## config.mk

```make
export PLATFORM = sky130hd
export DESIGN_NAME = hazard_stall_unit
export DESIGN_NICKNAME = d
export VERILOG_FILES = /design/src/rtl/hazard_stall_unit.sv
export SDC_FILE = /design/constraint.sdc
export NUM_CORES = 1
export LEC_CHECK = 0
export ABC_AREA = 1
export CORE_AREA = 2 2 131 133
export DETAILED_ROUTE_END_ITERATION = 10
export DIE_AREA = 0 0 133 135
export GPL_ROUTABILITY_DRIVEN = 0
export MAX_ROUTING_LAYER = met4
export SETUP_SLACK_MARGIN = 0.05
export SLEW_MARGIN = 30
export SYNTH_ARGS = -nofsm -noshare
export SYNTH_HDL_FRONTEND = slang
export SYNTH_SLANG_ARGS = --single-unit
```

## constraint.sdc

```tcl
create_clock -name clk -period 1.5 [get_ports clk]
set_input_delay 0.225 -clock clk [delete_from_list [all_inputs] [get_ports clk]]
set_output_delay 0.225 -clock clk [all_outputs]
set_load 0.02 [all_outputs]
```

## src/rtl/hazard_stall_unit.sv

```systemverilog
// Stall/flush control for load-use, taken-branch and multi-cycle dmem hazards.
// Also counts stall cycles and branch flushes and traps dmem handshake timeouts.
module hazard_stall_unit #(
  parameter int DMEM_TIMEOUT = 16,
  parameter int CNT_W        = 32
) (
  input  logic             clk,
  input  logic             reset_n,
  input  logic [4:0]       rs1_id,
  input  logic [4:0]       rs2_id,
  input  logic             rs1_used_id,
  input  logic             rs2_used_id,
  input  logic [4:0]       rd_exe,
  input  logic             mem_read_exe,
  input  logic             branch_taken_exe,
  input  logic             dmem_req_mem,
  input  logic             dmem_ack,
  output logic             stall_if,
  output logic             stall_id,
  output logic             stall_exe,
  output logic             stall_mem,
  output logic             flush_id,
  output logic             flush_exe,
  output logic             dmem_err,
  output logic [CNT_W-1:0] stall_cycles,
  output logic [CNT_W-1:0] flush_count
);

  localparam int WC_W = $clog2(DMEM_TIMEOUT + 1);
  localparam logic [WC_W-1:0] WC_LAST = WC_W'(DMEM_TIMEOUT - 1);

  typedef enum logic [1:0] {
    RUN,
    MEM_WAIT,
    ERR
  } state_t;

  state_t          state;
  logic [WC_W-1:0] wait_cnt;

  logic lu_hit;
  logic mem_miss;
  logic adv;
  logic br_flush;
  logic stall_all;

  assign mem_miss = dmem_req_mem & ~dmem_ack;

  assign lu_hit = mem_read_exe & (rd_exe != 5'd0) &
                  ((rs1_used_id & (rs1_id == rd_exe)) |
                   (rs2_used_id & (rs2_id == rd_exe)));

  always_comb begin
    adv       = 1'b0;
    stall_all = 1'b0;
    br_flush  = 1'b0;
    stall_if  = 1'b0;
    stall_id  = 1'b0;
    stall_exe = 1'b0;
    stall_mem = 1'b0;
    flush_id  = 1'b0;
    flush_exe = 1'b0;
    if (reset_n) begin
      unique case (state)
        RUN:      begin adv = ~mem_miss; stall_all = mem_miss;  end
        MEM_WAIT: begin adv = dmem_ack;  stall_all = ~dmem_ack; end
        ERR:      stall_all = 1'b1;
        default:  stall_all = 1'b0;
      endcase
    end
    // Branch beats load-use: the flushed ID instruction no longer matters.
    if (adv) begin
      priority case (1'b1)
        branch_taken_exe: begin
          br_flush  = 1'b1;
          flush_id  = 1'b1;
          flush_exe = 1'b1;
        end
        lu_hit: begin
          stall_if  = 1'b1;
          stall_id  = 1'b1;
          flush_exe = 1'b1;
        end
        default: ;
      endcase
    end
    if (stall_all) begin
      stall_if  = 1'b1;
      stall_id  = 1'b1;
      stall_exe = 1'b1;
      stall_mem = 1'b1;
    end
  end

  always_ff @(posedge clk or negedge reset_n) begin
    if (!reset_n) begin
      state        <= RUN;
      wait_cnt     <= '0;
      dmem_err     <= 1'b0;
      stall_cycles <= '0;
      flush_count  <= '0;
    end else begin
      if (stall_if && !(&stall_cycles))
        stall_cycles <= stall_cycles + CNT_W'(1);
      if (br_flush && !(&flush_count))
        flush_count <= flush_count + CNT_W'(1);
      unique case (state)
        RUN: begin
          if (mem_miss) begin
            state    <= MEM_WAIT;
            wait_cnt <= WC_W'(1);
          end
        end
        MEM_WAIT: begin
          if (dmem_ack) begin
            state    <= RUN;
            wait_cnt <= '0;
          end else if (wait_cnt == WC_LAST) begin
            state    <= ERR;
            dmem_err <= 1'b1;
          end else begin
            wait_cnt <= wait_cnt + WC_W'(1);
          end
        end
        ERR:     state <= ERR;
        default: state <= RUN;
      endcase
    end
  end

endmodule

```

# == Yosys cells after proc, flatten, opt, wreduce, memory -nomap -nowiden ==
# Cells that the tools add are included.
# word_totals
out_inout_bits,71
input_bits,23
reg_bits,72
wordCells,57
# op_classes
n_addsub,3
n_bitwise,8
n_reduce_logical,12
muxes,21
eq_ne,8
# ops
op,n
$add A32 B1 Y32 const B,2
$reduce_and A32 Y1,2
$mux W5,3
$mux W1,11
$eq A5 B5 Y1,2
$pmux W5 S2,1
$mux W2,3
$ne A3 B3 Y1 const B,2
$pmux W2 S3,1
$reduce_and A3 Y1,2
$add A5 B1 Y5 const B,1
$and A1 B1 Y1,5
$eq A5 B4 Y1 const B,1
$reduce_bool A5 Y1,1
$pmux W1 S3,1
$eq A2 B1 Y1 const B,1
$eq A2 B2 Y1 const B,1
$logic_and A1 B1 Y1,2
$logic_not A1 Y1,2
$logic_not A2 Y1,1
$ne A2 B2 Y1 const B,1
$not A1 Y1,2
$pmux W1 S2,1
$reduce_and A2 Y1,1
other kinds (2),2

# == Longest topological paths before layout ==
# logic_depth
word_depth,9
depth_mapped,12
ltp_nobuf,11

# == Least setup slack after synthesis ==
# OpenSTA, ideal clock, no wires.
# synth_timing
path_kind,flip-flop to flip-flop
startpoint,register stall_cycles[0]
endpoint,register stall_cycles[12]
setup_slack_ps,-315
arrival_time_ps,1697
setup_ps,118
required_ps,1382
stages_incl_launch_ff,11
cell_sequence,dfrtp_1 > ha_1 > nand2_2 > nor2_8 > nand3_2 > nor2_4 > nand3_4 > buf_6 > buf_6 > nand3_1 > nand2_1
# synth_between
elab_chain_len,3
word_cells_on_any_way,4
classes_between,add/sub: 1; reduce/logical: 3
# synth_rtl
element,line,source
start: declaration,25,"output logic [CNT_W-1:0] stall_cycles,"
start signal: assignment,104,stall_cycles <= stall_cycles + CNT_W'(1);
branches (longest 3 deep; another with $add A32 B1 Y32),--,
# Several ways; the timed one is not identified.
# A chain may end at the register's enable or synchronous reset.

# == Worst setup path after layout ==
# layout_timing
startpoint,register state[0]
endpoint,output stall_id
# layout_between
elab_chain_len,5
word_cells_on_any_way,9
classes_between,eq/ne: 2; mux: 6; reduce/logical: 1
# layout_rtl
element,line,source
start: declaration,38,state_t state;
start signal: assignment,97,state <= RUN;
start signal: assignment,110,state <= MEM_WAIT;
start signal: assignment,116,state <= RUN;
$eq A2 B1 Y1 / $logic_not A2 Y1 (equally long branches),64,unique case (state)
$pmux W1 S2,64,
$mux W1,63,if (reset_n) begin
$mux W1,72,if (adv) begin
$mux W1 (*),87,if (stall_all) begin
end: declaration,19,"output logic stall_id,"
# Mark *: on every way between the ends. The rest lies on a longest branch, timed or not.

==> flow_results.org <==
** Timing
- Once routing completed, OpenROAD measured the worst setup slack at -0.280 ns.
- Final hold violation count :: 0
- RSZ-0062 raised after global routing :: yes
- Fin crit share :: 1.19
- Setup violation total in the final timing report :: between 70 and 80
- Tightest slew margin relative to the limit :: 0.545
- WHS :: approximately 0.062 ns
- The routed design could run at a clock period as short as 1.78 ns.
- For the pin with the worst max-slew slack, the measured transition is roughly 0.68 ns.
- Skew final :: 0.00888 ns
- Static timing analysis puts the maximum clock frequency at roughly 0.56 GHz.
- Pins Over Slew Limit :: 0

** Job
- Max cap viols :: 0

** Yosys
- In the post-synthesis netlist, the biggest area contributors are sky130_fd_sc_hd__dfrtp_1, sky130_fd_sc_hd__nand2_1, sky130_fd_sc_hd__inv_1.
- The Yosys step of the flow raised 0 warnings.
- Area share of the largest cell type after synthesis :: 0.357
- Counting flops with a built-in enable in the synthesized netlist gives 0.
- Library cell occupying the most area in the post-synthesis netlist :: sky130_fd_sc_hd__dfrtp_1
- Sequential fraction of the synthesis area :: 0.357
- Synthesis produced a netlist with a net count of 758.
- #FFs+latches synth :: 72
- Post-synth cell types :: 35
- The cell area that synthesis handed to floorplanning was between 5000 and 6000 sq um.
- Predominant post-synthesis flop cell :: sky130_fd_sc_hd__dfrtp_1
- After synthesis, the share of flip-flops with an asynchronous set or reset is 1.00.
- Post-Syn Instances :: roughly 730
- Syn_area_per_cell :: about 6.9 sq um
- Dominant cell by count in the synthesized netlist :: sky130_fd_sc_hd__nand2_1
- In the synthesized netlist, the cells that appear most often are sky130_fd_sc_hd__nand2_1, sky130_fd_sc_hd__dfrtp_1, sky130_fd_sc_hd__inv_1.

** Die
- The initial utilization of the core area, before any placement, comes to 0.308.
- The die is ~130 microns wide.
- The floorplan step defined a core boundary enclosing roughly 16000 sq um.
- Number of top-level pins :: 94
- The die covers around 18000 sq um.
- Number of placement rows :: 47
- Overall die height :: ~140 microns

** GRT
- Sum of overflow across all layers after global routing :: 0
- Routing usage on met1 :: 0.233
- Most used routing layer :: met2
- Antenna violations before repair :: 0
- Wire length of the first global-routing pass :: 25.4 mm
- Met3 capacity usage during global routing :: 0.0342
- For this run, global-route usage on met2 was measured as 0.296.
- The via count of the first global-routing pass is about 5200.
- Largest net degree at the start of global routing :: 73
- Across every metal layer, demand over resource in global routing totals 0.184.

** Critical path
- STA puts the critical path data arrival time at approximately 1.6 ns.
- The worst setup path is captured at an output port.
- Data on the critical path is required at its endpoint by roughly 1.3 ns.
- Along the worst path, the maximum fanout reaches 3.
- Flop-to-flop setup slack :: -0.28 ns
- The worst register-to-register path has a depth of 13.
- The critical path in this run is classified as flop to output port.
- Type of origin of the critical path :: flop

** Clock tree
- Reg clk slew, reported paths :: 0.06 ns
- Clock Tree Root :: sky130_fd_sc_hd__clkbuf_16
- Buffers inserted to repair hold after CTS numbered 0.
- The number of clock buffers added by TritonCTS is 9.
- TritonCTS clock tree :: built
- Clock insertion delay at the later pin of the skew report :: about 0.35 ns
- Counting every sink on the clock net gives slightly above 70.
- CTS HTree Levels :: 3
- Counting along the longest clock path gives a buffer depth of 2.

** Power and ir drop
- Net switching fraction of the power :: 0.272
- Internal power consumption :: roughly 0.0036 W
- Pwr Total :: 0.00495 W
- Of the total power, registers draw 0.420.
- The analysis attributes to net switching a power of 0.00135 W.
- Combinational cell fraction of total power :: 0.163
- Leakage :: roughly 4.1 nW
- Across the VDD grid, the largest voltage drop is a little over 0.8 mV.
- PwrDens :: 602 nW/um^2
- Clk network pwr share :: 0.418

** Routing
- Vias per Instance :: around 4.5
- For this run, design rule violations remaining after detail routing come to 0.
- 1st-iter DRT viols :: roughly 290
- The routed layout has around 5500 vias.
- DRT antenna net count :: 0
- Post-DR wirelength/cell :: 13.1 microns
- Drt first pass iters :: 4
- Wires add up to between 15 and 20 mm.

** Min path
- The tightest min-delay check is of the input port to async pin type.

** Layout
- Of the cells placed in the final design, the portion with a size suffix greater than 1 is 0.362.
- Diode insertion count for antenna repair :: 0
- Excluding fillers, the count of instances in the completed layout stands at 1226.
- Fill cells in the final layout number around 1600.
- Area added between synthesis and finish :: 62.7%
- Final net count :: ~1000

** Run status
- The final reports fail on setup timing.
- The run finished, with violations left.

** Placement
- The number of placed instances, taps included, is roughly 1200.
- Detailed placement finished with a half-perimeter wire length of 11.8 mm.
- Input/output buffers :: between 90 and 100
power by group through the flow:
stage          Clock, W  Combinational (W)  Sequential [W]
2_1_floorplan         0           0.000271         0.00221
3_3_place_gp          0           0.000786         0.00211
3_5_place_dp          0           0.000790         0.00211
4_1_cts         0.00212           0.000787         0.00208
5_1_grt         0.00220           0.000879         0.00208
6_report        0.00207           0.000807         0.00208
cell families after synthesis:
logic type | count (synthesis) | synth area share
AOI/OAI and AO/OA | 25 | 0.0275
and+or+nand+nor | 490 | 0.438
DFF | 72 | 0.357
buffers and inverters | 93 | 0.0852
xor gates and xnor gates | 47 | 0.0829
adders and majority gates | 4 | 0.00990
layout by cell type (no fill, tap or decap), types with 8 or more instances in the layout:
cell                                n
sky130_fd_sc_hd__buf_12             8
sky130_fd_sc_hd__buf_4            164
sky130_fd_sc_hd__buf_6             12
sky130_fd_sc_hd__clkbuf_16         16
sky130_fd_sc_hd__clkbuf_2          21
sky130_fd_sc_hd__clkdlybuf4s15_1   22
sky130_fd_sc_hd__clkdlybuf4s50_1   18
sky130_fd_sc_hd__dfrtp_1           46
sky130_fd_sc_hd__dfrtp_2           26
sky130_fd_sc_hd__dlygate4sd2_1     17
sky130_fd_sc_hd__inv_1             66
sky130_fd_sc_hd__nand2_1          261
sky130_fd_sc_hd__nand2_2           36
sky130_fd_sc_hd__nand3_1           40
sky130_fd_sc_hd__nand3_2           17
sky130_fd_sc_hd__nand4_1           17
sky130_fd_sc_hd__nor2_1            67
sky130_fd_sc_hd__nor2_4             8
sky130_fd_sc_hd__nor3_1            17
sky130_fd_sc_hd__xnor2_1           23
sky130_fd_sc_hd__xor2_1            23
worst max-delay path: stages (launching register included):
cell	delay [ns]
sky130_fd_sc_hd__dfrtp_1	0.41
sky130_fd_sc_hd__nor2_2	0.16
sky130_fd_sc_hd__nand2_2	0.08
sky130_fd_sc_hd__nand2_2	0.07
sky130_fd_sc_hd__nand2_2	0.06
sky130_fd_sc_hd__nor2_2	0.09
sky130_fd_sc_hd__nand3_2	0.09
sky130_fd_sc_hd__nand2_4	0.13
sky130_fd_sc_hd__buf_6	0.13
per-stage QoR:
stage	TNS, ns	area, sq um	utilization	setup slack, ns
after floorplan	-3.13	5220	-	-0.160
after global placement	-33.21	7510	0.458	-0.781
after detailed placement	-34.68	7510	0.458	-0.782
after CTS	-13.87	7880	0.480	-0.296
after global routing	-22.09	8220	0.501	-0.384
final	-14.99	8220	0.501	-0.280
timing repair:
item,CTS,global route
gates resized for setup,156,93
buffers inserted,7,5
setup endpoints to repair,140,111
pin swaps,10,24
cloned,1,8
sequential cells by signal (all words and copies together), names as in the netlist:
name / cells
dmem_err: 1
flush_count: 32
stall_cycles: 32
state: 2
wait_cnt: 5
final timing paths:
path / to / start
setup / recovery: stall_id / state[0]
hold / removal: stall_cycles[8] / reset_n
setup reg to reg: stall_cycles[8] / state[0]
hold reg to reg: dmem_err / dmem_err
max in group asynchronous: flush_count[16] / reset_n
min in group clk: dmem_err / dmem_err
layout make-up:
type | count | area [sq um] | area share
flip-flops and latches | 72 | 1830 | 0.223
multi-input cells | 567 | 3110 | 0.378
well taps | 220 | 275 | 0.0335
inverters | 75 | 287 | 0.0349
clock buffers | 13 | 260 | 0.0317
clock inverters | 3 | 17.5 | 0.00213
repair buffers | 276 | 2440 | 0.297
metal layers:
| layer | part of all wire | up-vias |
|---|---|---|
| met5 | 0 | - |
| met1 | 0.47 | 2570 |
| met3 | 0.043 | 15 |
| met4 | 0.017 | 0 |
| li1 | - | 2831 |
| met2 | 0.47 | 132 |
(Power assumes the default switching activity.)
